[src/rtl/nw_matrix_engine.sv]
// nw_matrix_engine: Needleman-Wunsch score-matrix datapath; define NW_SCORE_SAT_EN for saturating score adds
module nw_matrix_engine #(
  parameter int N = 8,
  parameter int IW = 4,
  parameter int AW = 7,
  parameter int W = 8,
  parameter int MATCH = 1,
  parameter int MISMATCH = -1,
  parameter int GAP = -1
) (
  input  logic          clk,
  input  logic          rst,
  input  logic          en_init,
  input  logic          en_ins,
  input  logic          we,
  input  logic          en_read,
  input  logic          en_traceB,
  output logic          end_init,
  output logic          calc,
  output logic          end_fill,
  output logic          ending,
  output logic [IW-1:0] seq_a_idx,
  output logic [IW-1:0] seq_b_idx,
  input  logic [1:0]    seq_a_char,
  input  logic [1:0]    seq_b_char,
  output logic [AW-1:0] mem_addr,
  output logic          mem_we,
  output logic [W+1:0]  mem_wdata,
  input  logic [W+1:0]  mem_rdata,
  output logic          tb_valid,
  output logic [1:0]    tb_dir,
  output logic [W-1:0]  score_out
);
  typedef enum logic [2:0] {IDLE, INIT, READ, FILL, TRACE} mode_t;
  localparam logic [IW-1:0] NI = IW'(N);
  localparam logic signed [W-1:0] GAP_S = W'(GAP);
  localparam logic signed [W-1:0] MATCH_S = W'(MATCH);
  localparam logic signed [W-1:0] MISMATCH_S = W'(MISMATCH);
  mode_t mode;
  logic [IW-1:0] i, j;
  logic [1:0] c, dir_q, best_dir;
  logic tp, origin;
  logic signed [W-1:0] acc, d_q, u_q, res_q, diag, up, left, best;
  logic [AW-1:0] addr_q;
  logic [W+1:0] wdata_q;
  function automatic logic signed [W-1:0] add(input logic signed [W-1:0] a, input logic signed [W-1:0] b);
`ifdef NW_SCORE_SAT_EN
    logic [W:0] s;
    s = {a[W-1], a} + {b[W-1], b};
    return (s[W] != s[W-1]) ? {s[W], {(W-1){~s[W]}}} : s[W-1:0];
`else
    return a + b;
`endif
  endfunction
  function automatic logic [AW-1:0] at(input logic [IW-1:0] r, input logic [IW-1:0] k);
    return AW'(int'(r) * (N + 1) + int'(k));
  endfunction
  // mode decode by enable priority, plus the three-way max and its winner direction
  always_comb begin
    mode = en_init ? INIT : en_read ? READ : we ? FILL : en_traceB ? TRACE : IDLE;
    origin = (i == '0) && (j == '0);
    diag = add(d_q, (seq_a_char == seq_b_char) ? MATCH_S : MISMATCH_S);
    up = add(u_q, GAP_S);
    left = add(mem_rdata[W-1:0], GAP_S);
    best = (diag >= up && diag >= left) ? diag : (up >= left) ? up : left;
    best_dir = (diag >= up && diag >= left) ? 2'b00 : (up >= left) ? 2'b01 : 2'b10;
  end
  // RAM port, status strobes and sequence indices; idle holds the last address/data
  always_comb begin
    mem_addr = addr_q;
    mem_we = 1'b0;
    mem_wdata = wdata_q;
    if (mode == INIT) begin
      mem_addr = at(i, j);
      mem_we = we;
      mem_wdata = {origin ? 2'b11 : (i == '0) ? 2'b10 : 2'b01, acc};
    end
    if (mode == READ)
      mem_addr = (c == 2'd0) ? at(i - 1'b1, j - 1'b1) : (c == 2'd1) ? at(i - 1'b1, j) : at(i, j - 1'b1);
    if (mode == FILL) begin
      mem_addr = at(i, j);
      mem_we = 1'b1;
      mem_wdata = {dir_q, res_q};
    end
    if (mode == TRACE && !ending)
      mem_addr = at(i, j);
    end_init = (mode == INIT) && we && (i == NI) && (j == '0);
    calc = (mode == READ) && (c == 2'd3);
    end_fill = (mode == FILL) && (i == NI) && (j == NI);
    seq_a_idx = en_ins ? i - 1'b1 : '0;
    seq_b_idx = en_ins ? j - 1'b1 : '0;
  end
  // cell sequencing, neighbour capture, result register and traceback walk
  always_ff @(posedge clk or posedge rst)
    if (rst) begin
      i <= '0;
      j <= '0;
      c <= '0;
      tp <= 1'b0;
      acc <= '0;
      d_q <= '0;
      u_q <= '0;
      res_q <= '0;
      dir_q <= '0;
      addr_q <= '0;
      wdata_q <= '0;
      tb_valid <= 1'b0;
      tb_dir <= '0;
      ending <= 1'b0;
      score_out <= '0;
    end else begin
      addr_q <= mem_addr;
      wdata_q <= mem_wdata;
      c <= (mode == READ) ? c + {1'b0, c != 2'd3} : 2'd0;
      tp <= (mode == TRACE && !ending && !origin) ? ~tp : 1'b0;
      tb_valid <= 1'b0;
      if (mode == INIT && we) begin
        acc <= end_init ? '0 : (i == '0 && j == NI) ? GAP_S : add(acc, GAP_S);
        i <= end_init ? IW'(1) : (i == '0 && j != NI) ? i : i + 1'b1;
        j <= end_init ? IW'(1) : (i == '0 && j != NI) ? j + 1'b1 : '0;
      end
      if (mode == READ && c == 2'd1)
        d_q <= mem_rdata[W-1:0];
      if (mode == READ && c == 2'd2)
        u_q <= mem_rdata[W-1:0];
      if (mode == READ && c == 2'd3) begin
        res_q <= best;
        dir_q <= best_dir;
      end
      if (mode == FILL) begin
        i <= end_fill ? NI : (j == NI) ? i + 1'b1 : i;
        j <= end_fill ? NI : (j == NI) ? IW'(1) : j + 1'b1;
      end
      if (mode == TRACE && !ending && !tp && origin) begin
        ending <= 1'b1;
        tb_valid <= 1'b1;
        tb_dir <= 2'b11;
      end
      if (mode == TRACE && !ending && tp) begin
        tb_valid <= 1'b1;
        tb_dir <= mem_rdata[W+1:W];
        score_out <= (i == NI && j == NI) ? mem_rdata[W-1:0] : score_out;
        i <= (mem_rdata[W+1:W] == 2'b10) ? i : i - 1'b1;
        j <= (mem_rdata[W+1:W] == 2'b01) ? j : j - 1'b1;
      end
    end
endmodule

[config.mk]
export PLATFORM = sky130hd
export DESIGN_NAME = nw_matrix_engine
export DESIGN_NICKNAME = d
export VERILOG_FILES = /design/src/rtl/nw_matrix_engine.sv
export SDC_FILE = /design/constraint.sdc
export NUM_CORES = 1
export LEC_CHECK = 0
export CORE_ASPECT_RATIO = 1.5
export CORE_MARGIN = 3
export CORE_UTILIZATION = 36
export CTS_CLUSTER_DIAMETER = 80
export DETAILED_ROUTE_END_ITERATION = 8
export GPL_ROUTABILITY_DRIVEN = 0
export PLACE_DENSITY = 0.67
export REMOVE_ABC_BUFFERS = 1
export SLEW_MARGIN = 20
export SYNTH_ARGS = -nofsm -noshare
export SYNTH_HDL_FRONTEND = slang
export SYNTH_SLANG_ARGS = --single-unit
[constraint.sdc]
create_clock -name clk -period 3.43 [get_ports clk]
set_input_delay 0.686 -clock clk [delete_from_list [all_inputs] [get_ports clk]]
set_output_delay 0.686 -clock clk [all_outputs]
set_load 0.02 [all_outputs]
==> metrics.md, run 1 <==
| Metric | Value |
|---|---|
| Status | finished, violations left |
| Violated checks | negative setup slack |
| Setup_tns | -0.901 ns |
| EDFF count, synth | 0 |
| FF+latch count, synth | between 70 and 80 |
| Max H-tree Level | 3 |
| Fraction of layout cells with a size suffix above 1 | 32.9% |
| Slew @ Worst Pin | 0.630 ns |
| Ports | 62 |
| Cell area power density | between 1000 and 1500 mW/mm² |
| Final min period | 3.58 ns |
| Syn Inst Count | approximately 640 |
| Slew Viols, Final | 0 |
| Clock Pin Slew Worst Setup and Hold Paths | 0.06 ns |
| DRC viols | 0 |
| GR peak layer | met2 |
| Syn. warnings | 0 |
| Worst setup EP type | output pin |
| Final net count | between 900 and 1,000 |
| Vias in the first global route | 5,467 |
| RSZ-0062 raised after global routing | true |
| Hold Path Class | reg -> reg |
| Post-route core utilization | 53.2% |
| Peak supply drop | 0.497 mV |
| Max FO, Critical Path | 3 |
| Total Wirelength | 16,700 µm |
| Worst setup margin | -0.155 ns |
| Startpoint types | flip-flop |
| Core ar. | ~0.016 mm² |
| Crit path required time | between 2 and 3 ns |
| Sequential Area | 0.00185 mm² |
| First-pass GRT wire length | approximately 27,000 µm |
| Clk_skew | 0.0114 ns |
| Number of max-cap violations | 0 |
| DRT iter0 DRCs | about 200 |
| GRT overflow | 0 |
| Max Freq | ~280 MHz |
| Initial Utilization | 36.8% |
| Top cell type's share of synthesized area | between 30 and 40% |
| CTS Buffer Depth | 2 |
| Leakage | around 3.8 nW |
| Met3 usage | 2.92% |
| Top cells by area, synth | dfrtp_1 32%, ha_1 13%, a21oi_1 3.7% |
| Drt via density | ~5.2 |
| Syn Area/Cell | between 9 and 10 µm² |
| Most frequent CP cell | ha_4 |
| Initial antenna violation count | 0 |
| Sequential share of the synthesized area | 32.0% |
| CP arrival | 2.90 ns |
| Global Route met2 Usage | 35.2% |
| Synth Flop Type | dfrtp_1 |
| Largest net degree at the start of global routing | 34 |
| DIE WIDTH | 109 µm |
| Unique masters post-synth | 62 |
| Yosys top cell by area | dfrtp_1 |
| Worst-skew pair later-pin latency | 0.34 ns |
| Fill count | ~1,400 |
| Final ANT Viol Nets | 0 |
| Row cnt | 56 |
| Detailed Routing Iterations Pass 1 | 4 |
| Sinks on Clock Net | 74 |
| Met1 Use GR | between 20% and 30% |
| N_diodes | 0 |
| CP cell instances | nor3_4 > xnor2_2 > inv_2 > ha_4 > ha_4 > a21oi_4 > a221oi_2 > xnor2_1 > mux2i_1 > o211ai_1 > buf_4 |
| Area of the multi-input gates | just over 0.004 mm² |
| Area grow syn2layout | 44.5% |
| Worst path slowest cell | dfrtp_2 |
| Final hold violation count | 0 |
| CTS tree | yes |
| Slew margin rel. | a little under 60% |
| Clock root cell | clkbuf_16 |
| Die Y | 161 µm |
| Buffers added on ports | 61 |
| Dpl hpwl | 12,500 µm |
| GRT Resource Usage Total | 19.2% |
| Total number of vias | 5,385 |
| Async SR Flop Fraction | 100% |
| Setup CP Type | reg -> out |
| Fin crit share | 105% |
| Post-Synthesis Cell Area | 0.00578 mm² |
| Hold Buf Count CTS | 0 |
| Max stage delay on crit path | 0.44 ns |
| Wire length per cell | 16.2 µm |
| TritonCTS buffer count | 9 |
| Die area | 0.0176 mm² |
| Final setup vio count | 13 |
[cell type report]
cell class | count | area share [%]
multi-input combinational | 489 | 49.3
sequential | 74 | 22.2
timing repair buffer | 192 | 19.2
tap | 203 | 3.04
clock buffer | 12 | 2.95
inverter | 53 | 2.46
clock inverter | 4 | 0.884
[layout by cell type, fill, tap and decap left out, types with 7 or more instances in the layout]
cell / n
a21oi_1: 35
dfrtp_1: 72
nor3_2: 8
mux2_2: 18
o21ai_1: 7
nor2b_1: 11
nor3b_1: 7
nor2_1: 40
o21ai_0: 29
a21o_1: 8
inv_1: 44
buf_6: 11
buf_4: 127
clkbuf_16: 9
xor2_1: 17
o22a_1: 9
nand2_1: 44
clkdlybuf4s50_1: 36
mux2i_1: 20
nand3_1: 7
xnor2_1: 17
a31oi_1: 11
ha_1: 43
nor3_1: 13
dlygate4sd2_1: 12
ha_4: 13
[cells by family (layout without fill, tap and decap cells)]
family / count (synthesis) / count (layout) / synth area share (%)
AO/OA/AOI/OAI: 163 / 163 / 18.2
XOR/XNOR: 39 / 39 / 5.91
adder cells (fa/ha/maj): 65 / 65 / 14.7
buffers and inverters: 72 / 261 / 4.96
flip-flops: 74 / 74 / 32.0
multiplexers: 40 / 40 / 7.40
AND/OR/NAND/NOR: 182 / 182 / 16.8
[worst max-delay path, delay by kind of cell (launching register included)]
kind            cells  cell delay, ns
compound gates      3            0.62
xor+xnor            2            0.34
flops               1            0.44
simple gates        1            0.22
fa+ha+maj           2            0.53
mux                 1            0.11
buf+inv             2            0.30
[routing by layer]
layer | routed length (µm) | vias up
li1 | - | 2652
met1 | 6480 | 2584
met3 | 596 | 39
met2 | 8960 | 110
met5 | 0 | -
met4 | 618 | 0
[worst paths after layout]
check / startpoint / to / slack [ns] / depth (start not counted)
max: i[1] / mem_addr[6] / -0.15 / 11
min: res_q[3] / res_q[3] / 0.48 / 2
max reg2reg: d_q[0] / res_q[5] / 0.23 / 15
min reg2reg: res_q[3] / res_q[3] / 0.48 / 2
max in group asynchronous: rst / u_q[2] / 2.01 / 3
min in group asynchronous: rst / addr_q[3] / 0.71 / 2
[sequential cells by signal (all words and copies together), names as in the netlist]
register	cells
tb_valid	1
c	2
score_out	8
u_q	8
j	4
d_q	8
res_q	8
tp	1
dir_q	2
tb_dir	2
ending	1
wdata_q	10
acc	8
addr_q	7
i	4
[power breakdown]
part | internal, mW | switching [mW] | leakage [nW]
logic | 3.00 | 3.12 | 2.74
clock network | 0.659 | 0.376 | 0.157
registers | 1.13 | 0.209 | 0.935
total | 4.79 | 3.71 | 3.83
[metrics by stage]
step                      area (µm²)  setup slack, ns  cells  power, mW  hold WS [ns]
after floorplan                 5690           -0.677    616       4.28         0.440
after CTS                       8120           -0.176   1022       7.98         0.487
after global routing            8350           -0.279   1027       9.13         0.508
final                           8350           -0.155   1027       8.49         0.481
after detailed placement        7440            -1.04    998       6.24         0.474
after global placement          7440           -0.951    998       6.16         0.459
[repair_timing]
action / CTS / global route
resized for setup: 130 / 44
setup buffers: 7 / 5
pin swaps: 56 / 34
setup endpoints to repair: 30 / 20
cloned: 1 / 0
[synth_stat cells, types with 3 or more instances]
cell	count
nor2b_1	14
o21a_1	4
a211oi_1	8
a21oi_1	43
nor2_1	43
a21o_1	8
nand3_1	8
o22a_1	10
fa_1	5
clkbuf_1	7
nand2_1	45
nor3_1	22
inv_1	53
or3_1	6
o31ai_1	9
ha_1	60
o21ai_0	39
nor3b_1	8
and2_1	5
a31oi_1	11
dfrtp_1	74
buf_2	10
a221oi_1	3
nand2b_1	7
a22oi_1	3
mux2_2	19
o211ai_1	6
xor2_1	18
nand4_1	6
mux2i_1	20
xnor2_1	21
Power figures use the tool's default switching activity.
==> run 2, diff against run 1 <==
Settings changed: CORE_UTILIZATION 36 to 52, PLACE_DENSITY 0.67 to 0.87.
==> metrics.md, run 2 (synthesis results as in run 1) <==
| Metric | Value |
|---|---|
| Switching Fraction | 48.2% |
| Max reg flops | 10 |
| Non-Filler Instances | 952 |
| GRT overflow | 0 |
| Max stage delay on crit path | approximately 0.38 ns |
| Worst-skew pair later-pin latency | 0.35 ns |
| Number of max-cap violations | 0 |
| Dpl cell area | between 0.007 and 0.008 mm² |
| Peak supply drop | 0.597 mV |
| Setup CP Type | in -> reg |
| Vias in the first global route | 6,502 |
| Worst setup EP type | flip-flop |
| Clock Pin Slew Worst Setup and Hold Paths | 0.07 ns |
| Hold endpoint | score_out[1] |
| Commonest non-fill, non-tap cell in the layout | buf_4 |
| CTS Buffer Depth | 2 |
| Startpoint types | primary input |
| RSZ-0062 raised after global routing | true |
| Slew margin rel. | between 30 and 40% |
| Psw | 4.79 mW |
| Max H-tree Level | 3 |
| WP buf/inv | 4 |
| CP cell instances | buf_6 > xor2_1 > nor2_1 > inv_2 > buf_6 > ha_4 > a211oi_2 > a21oi_2 > o22a_1 > xnor2_2 > ha_4 > nand4_1 > nor2_1 > a21oi_2 > buf_4 > mux2_4 > a21oi_2 > o31ai_2 |
| Ports | 62 |
| Clock root cell | clkbuf_16 |
| Worst setup margin | -0.451 ns |
| Top reg by flops | wdata_q |
| Total chip power | 9.93 mW |
| Buffers added on ports | 61 |
| Hold Buf Count CTS | 0 |
| Initial antenna violation count | 0 |
| Clk_skew | 0.0120 ns |
| Cells after DPL | 921 |
| Wire length per cell | 24.8 µm |
| Setup slack, reg-to-reg | -0.15 ns |
| Core ar. | 0.0107 mm² |
| Final min period | 3.88 ns |
| Most frequent cells in the layout | 109 x buf_4, 74 x dfrtp_1, 45 x nand2_1 |
| Int Pwr | 5.14 mW |
| CTS tree | yes |
| DRC viols | 0 |
| Status | finished, violations left |
| N_diodes | 0 |
| R2R Path End | res_q[0] |
| Final setup vio count | 16 |
| First-pass GRT wire length | 32,300 µm |
| Max FO, Critical Path | 8 |
| Cell area power density | roughly 1200 mW/mm² |
| Slew @ Worst Pin | 0.951 ns |
| Detailed Routing Iterations Pass 1 | 5 |
| Worst path slowest cell | mux2_4 |
| Comb pwr share | around three quarters |
| TritonCTS buffer count | 9 |
| DRT iter0 DRCs | around 690 |
| Setup_tns | -4.39 ns |
| Top delay family on crit path | compound AO/OA/AOI/OAI gates |
| Final instance area | 0.00838 mm² |
| Most frequent CP cell | a21oi_2 |
| Hold path cells | 2 |
| Violated checks | negative setup slack |
| Crit path required time | 3.66 ns |
| Row cnt | 46 |
| Fin crit share | 113% |
| Slew Viols, Final | 0 |
| Clock share of power | between 10% and 20% |
| Leakage | 3.78 nW |
| DIE WIDTH | 92.1 µm |
| GRT Resource Usage Total | 33.0% |
| Die area | 0.0124 mm² |
| Worst R2R Path Depth | 15 |
| CP arrival | 4.11 ns |
| Final net count | 889 |
| Final ANT Viol Nets | 0 |
| Dpl hpwl | 12,700 µm |
| Die Y | between 100 and 150 µm |
| Area grow syn2layout | 44.9% |
| Worst reg2reg startpoint | d_q[0] |
| Initial Utilization | between 50 and 60% |
| Final hold violation count | 0 |
| Seq pwr share | 13.6% |
| Sinks on Clock Net | 74 |
| Max Freq | 258 MHz |
| Hold path start | score_out[1] |
| Hold Path Class | reg -> reg |
| Total Wirelength | 23,700 µm |
| Drt via density | approximately 6.7 |
| Total number of vias | between 6,000 and 7,000 |
| Post-Place Setup Slack | -1.26 ns |
| Fraction of layout cells with a size suffix above 1 | 34.3% |
| Largest net degree at the start of global routing | between 70 and 80 |
==> run 2: worst max path at each step <==
stage                  startpoint           to  cells past startpoint
global route         mem_rdata[1]     res_q[0]                     12
finish              seq_b_char[1]     res_q[0]                     18
detailed placement  seq_b_char[1]     res_q[6]                     16
floorplan           seq_b_char[1]     res_q[7]                     15
CTS                          i[0]  mem_addr[6]                     11
global placement    seq_b_char[1]     res_q[7]                     16
==> run 2: cell type report <==
type / count / area, µm²
clock buffer: 9 / 225
clock inverter: 7 / 126
fill: 587 / 2330
inverter: 53 / 204
multi-input combinational: 489 / 4300
sequential: 74 / 1850
tap: 144 / 180
timing repair buffer: 176 / 1490
==> run 2: tightest hold or removal path, delay by kind of cell (launching register included) <==
| family | cells | cell delay, ns |
|---|---|---|
| simple gates | 1 | 0.05 |
| flops | 1 | 0.35 |
| compound gates | 1 | 0.06 |
==> run 2: power by group through the flow <==
stage	combinational (mW)	clock [mW]	sequential (mW)
after global placement	4.60	0	1.30
final	7.42	1.17	1.35
after global routing	7.68	1.19	1.37
after CTS	5.67	1.14	1.32
after floorplan	2.95	0	1.33
after detailed placement	4.89	0	1.32
==> run 2: through the flow <==
step | hold slack (ns) | util [%]
after floorplan | 0.440 | -
after global placement | 0.463 | 67.6
after detailed placement | 0.474 | 67.6
after CTS | 0.488 | 73.8
after global routing | 0.533 | 78.2
final | 0.497 | 78.2
==> run 2: timing repair <==
item	CTS	global route
setup buffers	6	10
resized for setup	128	83
endpoints found under the setup margin	29	19
pin swaps	46	67
cloned	1	0
==> run 2: metal layers <==
layer  track usage (%)  share of wire (%)  vias to the layer above
met1              34.1                 32                     2974
met5                 0                  0                        -
li1                  -                  -                     2609
met2              56.7                 49                      597
met4              26.9                 11                        0
met3              7.45                8.4                      234
